===== config.mk =====
export PLATFORM = sky130hd
export DESIGN_NAME = sub_64bit
export DESIGN_NICKNAME = d
export VERILOG_FILES = /design/src/rtl/sub_64bit_pkg.sv /design/src/rtl/sub_64bit_full_adder_1bit.sv /design/src/rtl/sub_64bit.sv
export SDC_FILE = /design/constraint.sdc
export NUM_CORES = 1
export LEC_CHECK = 0
export CAP_MARGIN = 5
export CORE_UTILIZATION = 35
export DETAILED_ROUTE_END_ITERATION = 10
export GPL_TIMING_DRIVEN = 1
export PLACE_DENSITY = 0.75
export SYNTH_ARGS = -nofsm -noshare
export SYNTH_HDL_FRONTEND = slang
export SYNTH_HIERARCHICAL = 1
export SYNTH_SLANG_ARGS = --single-unit

===== constraint.sdc =====
create_clock -name clk -period 35.1 [get_ports clk]
set_input_delay 8.775 -clock clk [delete_from_list [all_inputs] [get_ports clk]]
set_output_delay 8.775 -clock clk [all_outputs]
set_load 0.02 [all_outputs]

===== src/rtl/sub_64bit_pkg.sv =====
// Shared ALU definitions: word width and the signed machine-word type.
package sub_64bit_pkg;

  localparam int WORD_W = 64;

  typedef logic signed [WORD_W-1:0] word_t;

endpackage : sub_64bit_pkg


===== src/rtl/sub_64bit_full_adder_1bit.sv =====
// Gate-level one-bit full adder; the ripple-carry cell shared by the ALU add
// and subtract blocks.
module full_adder_1bit (
  input  logic x,
  input  logic y,
  input  logic cin,
  output logic s,
  output logic cout
);

  logic x_xor_y;

  // Sum and carry built from XOR/AND/OR gates.
  assign x_xor_y = x ^ y;
  assign s       = x_xor_y ^ cin;
  assign cout    = (x & y) | (cin & x_xor_y);

endmodule : full_adder_1bit


===== src/rtl/sub_64bit.sv =====
// Registered 64-bit two's-complement subtractor (a - b) with signed-overflow
// flag, for the Y-86 ALU subq path. One cycle of latency, one op per cycle.
module sub_64bit
  import sub_64bit_pkg::*;
(
  input  logic        clk,
  input  logic        reset,
  input  logic [63:0] a,
  input  logic [63:0] b,
  output logic [63:0] result,
  output logic        overflow
);

  logic [WORD_W-1:0] b_inv;
  logic [WORD_W:0]   carry;
  logic [WORD_W-1:0] diff;

  word_t             result_d;
  word_t             result_q;
  logic              overflow_d;
  logic              overflow_q;

  // a - b is computed as a + ~b + 1: invert b and force carry-in of bit 0 high.
  assign b_inv    = ~b;
  assign carry[0] = 1'b1;

  // 64-stage ripple-carry chain; carry[WORD_W] is the carry out of bit 63.
  generate
    for (genvar gi = 0; gi < WORD_W; gi++) begin : g_ripple
      full_adder_1bit u_fa (
        .x    (a[gi]),
        .y    (b_inv[gi]),
        .cin  (carry[gi]),
        .s    (diff[gi]),
        .cout (carry[gi+1])
      );
    end
  endgenerate

  // Next-state values: the wrapped difference and signed overflow, taken as
  // carry into the sign bit XOR carry out of it (same as the operand-sign rule).
  always_comb begin
    result_d   = word_t'(diff);
    overflow_d = carry[WORD_W-1] ^ carry[WORD_W];
  end

  // Output register; synchronous reset wins over the operation being captured.
  always_ff @(posedge clk) begin
    if (reset) begin
      result_q   <= '0;
      overflow_q <= 1'b0;
    end else begin
      result_q   <= result_d;
      overflow_q <= overflow_d;
    end
  end

  assign result   = result_q;
  assign overflow = overflow_q;

endmodule : sub_64bit


[Word level (Yosys, flattened, before mapping)]
Cells that the tools add are included.
Word-level totals
  bits in registers: 65
  bits of input ports: 130
  output and inout bits: 65
  word-level logic and storage cells: 323
Operators by class
  bitwise logic cells: 321
Operators by type and width (count)
  1-bit XOR: 128
  1-bit bitwise AND: 127
  64-bit inverter: 1
  1-bit bitwise OR: 64
  1-bit inverter: 1

[Longest topological paths before layout]
  depth after elaboration: 130
  mapped depth: 67
  gate-level depth less buffers: 67

[Cells and area by module]
The synthesis kept the hierarchy.
Modules (own cells, without submodules)
  sub_64bit: times used 1, cells an instance 203, area an instance 2105.8 um2, seq. area each 1301.2 um2
  full_adder_1bit: times used 64, cells an instance 1, area an instance 20.0 um2, seq. area each 0.0 um2

[Worst setup path after synthesis]
Ideal clock, no wire load.
  path kind: input to register
  start point: in b[0]
  end point: reg overflow_q (netlist: overflow)
  library setup time: 0.117 ns
  arrival time: 33.392 ns
  data required time: 34.983 ns
  setup slack: 1.591 ns
  stages: 67
  path buffers: 0
  path through: inv_1 fa_1 fa_1 fa_1 fa_1 fa_1 fa_1 fa_1 fa_1 fa_1 fa_1 fa_1 fa_1 fa_1 fa_1 fa_1 fa_1 fa_1 (+31 left out) fa_1 fa_1 fa_1 fa_1 fa_1 fa_1 fa_1 fa_1 fa_1 fa_1 fa_1 fa_1 fa_1 fa_1 fa_1 fa_1 xnor2_1 nor2_1
Between the ends
  longest elaborated chain between the ends: 130
  elaborated cells on any way between the ends: 131
  those cells by class: 131 x bitwise
RTL lines
  start, declared: RTL line sub_64bit.sv:9  | input logic [63:0] b,
  64-bit inverter *: RTL line sub_64bit.sv:24  | assign b_inv = ~b;
  1-bit bitwise AND or 1-bit XOR (tied branches): RTL line sub_64bit_full_adder_1bit.sv:16, sub_64bit_full_adder_1bit.sv:14
  1-bit bitwise OR *: RTL line sub_64bit_full_adder_1bit.sv:16  | assign cout = (x & y) | (cin & x_xor_y);
  net carry[1]: RTL line sub_64bit.sv:15  | logic [WORD_W:0] carry;
  1-bit bitwise AND *: RTL line sub_64bit_full_adder_1bit.sv:16
  1-bit bitwise OR *: RTL line sub_64bit_full_adder_1bit.sv:16
  net carry[2]: RTL line sub_64bit.sv:15
  1-bit bitwise AND *: RTL line sub_64bit_full_adder_1bit.sv:16
  (+1 left out)
  net carry[3]: RTL line sub_64bit.sv:15
  (+2 left out)
  net carry[4]: RTL line sub_64bit.sv:15
  (+2 left out)
  net carry[5]: RTL line sub_64bit.sv:15
  (+2 left out)
  net carry[6]: RTL line sub_64bit.sv:15
  (+2 left out)
  net carry[7]: RTL line sub_64bit.sv:15
  (+2 left out)
  net carry[8]: RTL line sub_64bit.sv:15
  (+2 left out)
  net carry[9]: RTL line sub_64bit.sv:15
  (+2 left out)
  net carry[10]: RTL line sub_64bit.sv:15
  (+2 left out)
  net carry[11]: RTL line sub_64bit.sv:15
  (+2 left out)
  net carry[12]: RTL line sub_64bit.sv:15
  (+2 left out)
  net carry[13]: RTL line sub_64bit.sv:15
  (+2 left out)
  net carry[14]: RTL line sub_64bit.sv:15
  (+2 left out)
  net carry[15]: RTL line sub_64bit.sv:15
  (+2 left out)
  net carry[16]: RTL line sub_64bit.sv:15
  (+2 left out)
  net carry[17]: RTL line sub_64bit.sv:15
  (+2 left out)
  net carry[18]: RTL line sub_64bit.sv:15
  (+2 left out)
  net carry[19]: RTL line sub_64bit.sv:15
  (+2 left out)
  net carry[20]: RTL line sub_64bit.sv:15
  (+2 left out)
  net carry[21]: RTL line sub_64bit.sv:15
  (+2 left out)
  net carry[22]: RTL line sub_64bit.sv:15
  (+2 left out)
  net carry[23]: RTL line sub_64bit.sv:15
  (+2 left out)
  net carry[24]: RTL line sub_64bit.sv:15
  (+2 left out)
  net carry[25]: RTL line sub_64bit.sv:15
  (+2 left out)
  net carry[26]: RTL line sub_64bit.sv:15
  (+2 left out)
  net carry[27]: RTL line sub_64bit.sv:15
  (+2 left out)
  net carry[28]: RTL line sub_64bit.sv:15
  (+2 left out)
  net carry[29]: RTL line sub_64bit.sv:15
  (+2 left out)
  net carry[30]: RTL line sub_64bit.sv:15
  (+2 left out)
  net carry[31]: RTL line sub_64bit.sv:15
  (+2 left out)
  net carry[32]: RTL line sub_64bit.sv:15
  (+2 left out)
  net carry[33]: RTL line sub_64bit.sv:15
  (+2 left out)
  net carry[34]: RTL line sub_64bit.sv:15
  (+2 left out)
  net carry[35]: RTL line sub_64bit.sv:15
  (+2 left out)
  net carry[36]: RTL line sub_64bit.sv:15
  (+2 left out)
  net carry[37]: RTL line sub_64bit.sv:15
  (+2 left out)
  net carry[38]: RTL line sub_64bit.sv:15
  (+2 left out)
  net carry[39]: RTL line sub_64bit.sv:15
  (+2 left out)
  net carry[40]: RTL line sub_64bit.sv:15
  (+2 left out)
  net carry[41]: RTL line sub_64bit.sv:15
  (+2 left out)
  net carry[42]: RTL line sub_64bit.sv:15
  (+2 left out)
  net carry[43]: RTL line sub_64bit.sv:15
  (+2 left out)
  net carry[44]: RTL line sub_64bit.sv:15
  (+2 left out)
  net carry[45]: RTL line sub_64bit.sv:15
  (+2 left out)
  net carry[46]: RTL line sub_64bit.sv:15
  (+2 left out)
  net carry[47]: RTL line sub_64bit.sv:15
  (+2 left out)
  net carry[48]: RTL line sub_64bit.sv:15
  (+2 left out)
  net carry[49]: RTL line sub_64bit.sv:15
  (+2 left out)
  net carry[50]: RTL line sub_64bit.sv:15
  (+2 left out)
  net carry[51]: RTL line sub_64bit.sv:15
  (+2 left out)
  net carry[52]: RTL line sub_64bit.sv:15
  (+2 left out)
  net carry[53]: RTL line sub_64bit.sv:15
  (+2 left out)
  net carry[54]: RTL line sub_64bit.sv:15
  (+2 left out)
  net carry[55]: RTL line sub_64bit.sv:15
  (+2 left out)
  net carry[56]: RTL line sub_64bit.sv:15
  (+2 left out)
  net carry[57]: RTL line sub_64bit.sv:15
  (+2 left out)
  net carry[58]: RTL line sub_64bit.sv:15
  (+2 left out)
  net carry[59]: RTL line sub_64bit.sv:15
  (+2 left out)
  net carry[60]: RTL line sub_64bit.sv:15
  (+2 left out)
  net carry[61]: RTL line sub_64bit.sv:15
  (+2 left out)
  net carry[62]: RTL line sub_64bit.sv:15
  1-bit bitwise AND *: RTL line sub_64bit_full_adder_1bit.sv:16
  1-bit bitwise OR *: RTL line sub_64bit_full_adder_1bit.sv:16
  net carry[63]: RTL line sub_64bit.sv:15
  1-bit bitwise AND *: RTL line sub_64bit_full_adder_1bit.sv:16
  1-bit bitwise OR *: RTL line sub_64bit_full_adder_1bit.sv:16
  net carry[64]: RTL line sub_64bit.sv:15
  1-bit XOR *: RTL line sub_64bit.sv:44  | overflow_d = carry[WORD_W-1] ^ carry[WORD_W];
  end signal, assigned: RTL line sub_64bit.sv:54  | overflow_q <= overflow_d;
  end, declared: RTL line sub_64bit.sv:21  | logic overflow_q;
The timed path passes the listed nets; every way through them passes the cells marked *.
A chain may end at the register's enable or synchronous reset.

[Worst setup path in the final report]
  start point: in b[0]
  end point: reg overflow_q (netlist: overflow)
Between the ends
  longest elaborated chain between the ends: 130
  elaborated cells on any way between the ends: 131
  those cells by class: 131 x bitwise
RTL lines
  64-bit inverter *: RTL line sub_64bit.sv:24
  net b_inv[0]: RTL line sub_64bit.sv:14  | logic [WORD_W-1:0] b_inv;
  1-bit bitwise AND or 1-bit XOR (tied branches): RTL line sub_64bit_full_adder_1bit.sv:16, sub_64bit_full_adder_1bit.sv:14
  1-bit bitwise OR *: RTL line sub_64bit_full_adder_1bit.sv:16
  net carry[1]: RTL line sub_64bit.sv:15
  1-bit bitwise AND *: RTL line sub_64bit_full_adder_1bit.sv:16
  1-bit bitwise OR *: RTL line sub_64bit_full_adder_1bit.sv:16
  net carry[2]: RTL line sub_64bit.sv:15
  (+2 left out)
  net carry[3]: RTL line sub_64bit.sv:15
  (+2 left out)
  net carry[4]: RTL line sub_64bit.sv:15
  (+2 left out)
  net carry[5]: RTL line sub_64bit.sv:15
  (+2 left out)
  net carry[6]: RTL line sub_64bit.sv:15
  (+2 left out)
  net carry[7]: RTL line sub_64bit.sv:15
  (+2 left out)
  net carry[8]: RTL line sub_64bit.sv:15
  (+2 left out)
  net carry[9]: RTL line sub_64bit.sv:15
  (+2 left out)
  net carry[10]: RTL line sub_64bit.sv:15
  (+2 left out)
  net carry[11]: RTL line sub_64bit.sv:15
  (+2 left out)
  net carry[12]: RTL line sub_64bit.sv:15
  (+2 left out)
  net carry[13]: RTL line sub_64bit.sv:15
  (+2 left out)
  net carry[14]: RTL line sub_64bit.sv:15
  (+2 left out)
  net carry[15]: RTL line sub_64bit.sv:15
  (+2 left out)
  net carry[16]: RTL line sub_64bit.sv:15
  (+2 left out)
  net carry[17]: RTL line sub_64bit.sv:15
  (+2 left out)
  net carry[18]: RTL line sub_64bit.sv:15
  (+2 left out)
  net carry[19]: RTL line sub_64bit.sv:15
  (+2 left out)
  net carry[20]: RTL line sub_64bit.sv:15
  (+2 left out)
  net carry[21]: RTL line sub_64bit.sv:15
  (+2 left out)
  net carry[22]: RTL line sub_64bit.sv:15
  (+2 left out)
  net carry[23]: RTL line sub_64bit.sv:15
  (+2 left out)
  net carry[24]: RTL line sub_64bit.sv:15
  (+2 left out)
  net carry[25]: RTL line sub_64bit.sv:15
  (+2 left out)
  net carry[26]: RTL line sub_64bit.sv:15
  (+2 left out)
  net carry[27]: RTL line sub_64bit.sv:15
  (+2 left out)
  net carry[28]: RTL line sub_64bit.sv:15
  (+2 left out)
  net carry[29]: RTL line sub_64bit.sv:15
  (+2 left out)
  net carry[30]: RTL line sub_64bit.sv:15
  (+2 left out)
  net carry[31]: RTL line sub_64bit.sv:15
  (+2 left out)
  net carry[32]: RTL line sub_64bit.sv:15
  (+2 left out)
  net carry[33]: RTL line sub_64bit.sv:15
  (+2 left out)
  net carry[34]: RTL line sub_64bit.sv:15
  (+2 left out)
  net carry[35]: RTL line sub_64bit.sv:15
  (+2 left out)
  net carry[36]: RTL line sub_64bit.sv:15
  (+2 left out)
  net carry[37]: RTL line sub_64bit.sv:15
  (+2 left out)
  net carry[38]: RTL line sub_64bit.sv:15
  (+2 left out)
  net carry[39]: RTL line sub_64bit.sv:15
  (+2 left out)
  net carry[40]: RTL line sub_64bit.sv:15
  (+2 left out)
  net carry[41]: RTL line sub_64bit.sv:15
  (+2 left out)
  net carry[42]: RTL line sub_64bit.sv:15
  (+2 left out)
  net carry[43]: RTL line sub_64bit.sv:15
  (+2 left out)
  net carry[44]: RTL line sub_64bit.sv:15
  (+2 left out)
  net carry[45]: RTL line sub_64bit.sv:15
  (+2 left out)
  net carry[46]: RTL line sub_64bit.sv:15
  (+2 left out)
  net carry[47]: RTL line sub_64bit.sv:15
  (+2 left out)
  net carry[48]: RTL line sub_64bit.sv:15
  (+2 left out)
  net carry[49]: RTL line sub_64bit.sv:15
  (+2 left out)
  net carry[50]: RTL line sub_64bit.sv:15
  (+2 left out)
  net carry[51]: RTL line sub_64bit.sv:15
  (+2 left out)
  net carry[52]: RTL line sub_64bit.sv:15
  (+2 left out)
  net carry[53]: RTL line sub_64bit.sv:15
  (+2 left out)
  net carry[54]: RTL line sub_64bit.sv:15
  (+2 left out)
  net carry[55]: RTL line sub_64bit.sv:15
  (+2 left out)
  net carry[56]: RTL line sub_64bit.sv:15
  (+2 left out)
  net carry[57]: RTL line sub_64bit.sv:15
  (+2 left out)
  net carry[58]: RTL line sub_64bit.sv:15
  (+2 left out)
  net carry[59]: RTL line sub_64bit.sv:15
  (+2 left out)
  net carry[60]: RTL line sub_64bit.sv:15
  (+2 left out)
  net carry[61]: RTL line sub_64bit.sv:15
  (+2 left out)
  net carry[62]: RTL line sub_64bit.sv:15
  1-bit bitwise AND *: RTL line sub_64bit_full_adder_1bit.sv:16
  1-bit bitwise OR *: RTL line sub_64bit_full_adder_1bit.sv:16
  net carry[63]: RTL line sub_64bit.sv:15
  1-bit bitwise AND *: RTL line sub_64bit_full_adder_1bit.sv:16
  1-bit bitwise OR *: RTL line sub_64bit_full_adder_1bit.sv:16
  net carry[64]: RTL line sub_64bit.sv:15
  1-bit XOR *: RTL line sub_64bit.sv:44
Marked as above.

==> impl_results.md <==
- Syn nets: between 400 and 500
- Synth-to-layout area growth: 67.0%
- Max Clk Rate: between 0.02 and 0.03 GHz
- Worst path max stage delay: 0.46 ns
- Pre-CTS setup slack: -0.0703 ns
- Fraction of the cycle the final worst path needs: 0.978
- WHS: 9.10 ns
- Drt first pass iters: 2
- CP delay by family, top: adder cells
- DPL Wire Length: 6230 um
- Worst-path clk slew: around 0.08 ns
- Critical Path AT: roughly 35 ns
- Via/cell ratio: around 4.0
- Slowest cell on the critical path: clkdlybuf4s50_1
- Htree depth: 3
- Vias in the first global route: 2746
- Maximum vdd ir drop: roughly 19 uV
- # setup viols final: 0
- Leakage Power: roughly 0.0024 uW
- RD Place Congestion: 0.723
- Starting density of the core: 0.363
- Wirelength per Cell: approximately 12 um
- Status: complete, no violations
- Core area: 9330 um2
- Post-CTS setup buffers: 0
- CP startpoint kind: input pin
- CTS sink count: 65
- CP required: roughly 35 ns
- RSZ-0062 raised after global routing: no
- Fin. Hold Viols: 0
- Worst Hold Class: in2reg
- TNS Setup: 0 ns
- Congestion Overflow GR: 0
- Power per Cell Area: 41.0 nW/um2
- Yosys top cell by area: dfxtp_1
- Via count: 2415
- Antenna-violating nets left: 0
- Diode count: 0
- Detailed Route Iter0 Violations: 11
- Most used cell, CP: fa_1
- CTS Buf Count: 9
- Final worst slack: 0.761 ns
- Synth top area share: 0.384
- Initial antenna violation count: 0
- WP buf/inv: 2
- # rows: 35
- Largest net degree at the start of global routing: 66
- Slew Limit Fails: 0
- Routed WL: 7420 um
- Longest Clk Path Bufs: 2
- # IOs: 195
- Cells after DPL: between 500 and 600
- Syn Std Cell Area: between 3000 and 4000 um2
- Ys Warns: 6
- Worst-path fanout max: 2
- Post-layout minimum cycle time: 34.34 ns
- Seq/Total Area, Yosys: 0.384
- Least-Margin Pin Slew: 0.822 ns
- Die area: 10100 um2
- Hold buffer count at cts: 0
- Global-route wire length before repair: 12100 um
- TritonCTS clock tree: yes
- Tot GR Track Use: 0.160
- Root Buffer: clkbuf_8
- Max-cap viol count: 0
- Yosys cell types: 10
- Non-Filler Instances: 600
- Top post-synthesis cells by area: dfxtp_1 (38%), fa_1 (38%), nor2b_2 (7.8%), inv_1 (7.1%), nor2b_1 (6.3%)
- Port Buf Inserts: between 150 and 200
- Endpoint class of the critical path: flop
- DRC viols: 0
- Register bit total from synthesis: 65
- Die extent in y: 100 um
- Share of cells above drive strength 1: 0.119
- Post-synthesis cell count: 267
- Die Wd: 100 um
- Crit path kind: in2reg
- Nets: 660
- Resized Gates After CTS: 0
- Syn Area/Cell: around 13 um2
- Slew headroom: 0.452
==> cells in the mapped netlist <==
library cell and number:
buf_2 1, buf_6 6, conb_1 1, dfxtp_1 65, fa_1 64, inv_1 64
nor2_1 1, nor2b_1 34, nor2b_2 30, xnor2_1 1
==> area by class of cell <==
class / instances / area [um2]
Inverter: 64 / 240
Timing Repair Buffer: 195 / 1940
Sequential cell: 65 / 1300
Clock buffer: 9 / 124
Fill cell: 793 / 3670
Multi-Input combinational cell: 131 / 1790
Clock inverter: 7 / 93.8
Tap cell: 129 / 161
==> report_power, final <==
| part | switching, uW | internal, uW | total [uW] |
|---|---|---|---|
| Combinational | 32.6 | 44.1 | 76.6 |
| Sequential | 2.43 | 83.6 | 86.1 |
| Clock | 29.2 | 39.9 | 69.2 |
==> worst paths after layout <==
check | from | to | cells past startpoint
min | reset | overflow$_SDFF_PP0_ | 3
max | b[0] | overflow$_SDFF_PP0_ | 68
==> layer usage <==
layer / GRT usage / wire length, um
met1: 0.160 / 2530
met2: 0.293 / 4010
met5: 0 / 0
met3: 0.0543 / 685
met4: 0.0769 / 190
==> stage by stage <==
| stage | utilization | cell area (um2) | power, uW |
|---|---|---|---|
| finish | 0.607 | 5660 | 232 |
| detailed placement | 0.581 | 5420 | 165 |
| global placement | 0.581 | 5420 | 163 |
| global route | 0.607 | 5660 | 246 |
| CTS | 0.604 | 5640 | 235 |
| floorplan | - | 3390 | 124 |
==> flip-flops by register name (all words and copies together), names as in the netlist <==
signal,flops
overflow,1
result,64
==> cells by family (layout without fill, tap and decap cells) <==
kind of cell | after synthesis | after routing | synth area share
xor+xnor | 1 | 1 | 0.00259
fa+ha+maj | 64 | 64 | 0.378
buf+inv | 71 | 275 | 0.0924
flops | 65 | 65 | 0.384
other cells | 1 | 1 | 0.00111
simple gates | 65 | 65 | 0.141
==> cell usage in the layout (no fill, tap or decap) <==
master / Yosys / routed
buf_2: 1 / 1
buf_4: 0 / 1
bufinv_16: 0 / 2
clkbuf_8: 0 / 9
clkdlybuf4s50_1: 0 / 193
clkinv_2: 0 / 2
clkinvlp_4: 0 / 2
conb_1: 1 / 1
dfxtp_1: 65 / 65
fa_1: 64 / 56
fa_2: 0 / 8
inv_1: 64 / 64
inv_6: 0 / 1
nor2_1: 1 / 1
nor2b_1: 34 / 34
nor2b_2: 30 / 30
xnor2_1: 1 / 1
Note: power is estimated with default switching activity, not from simulation.
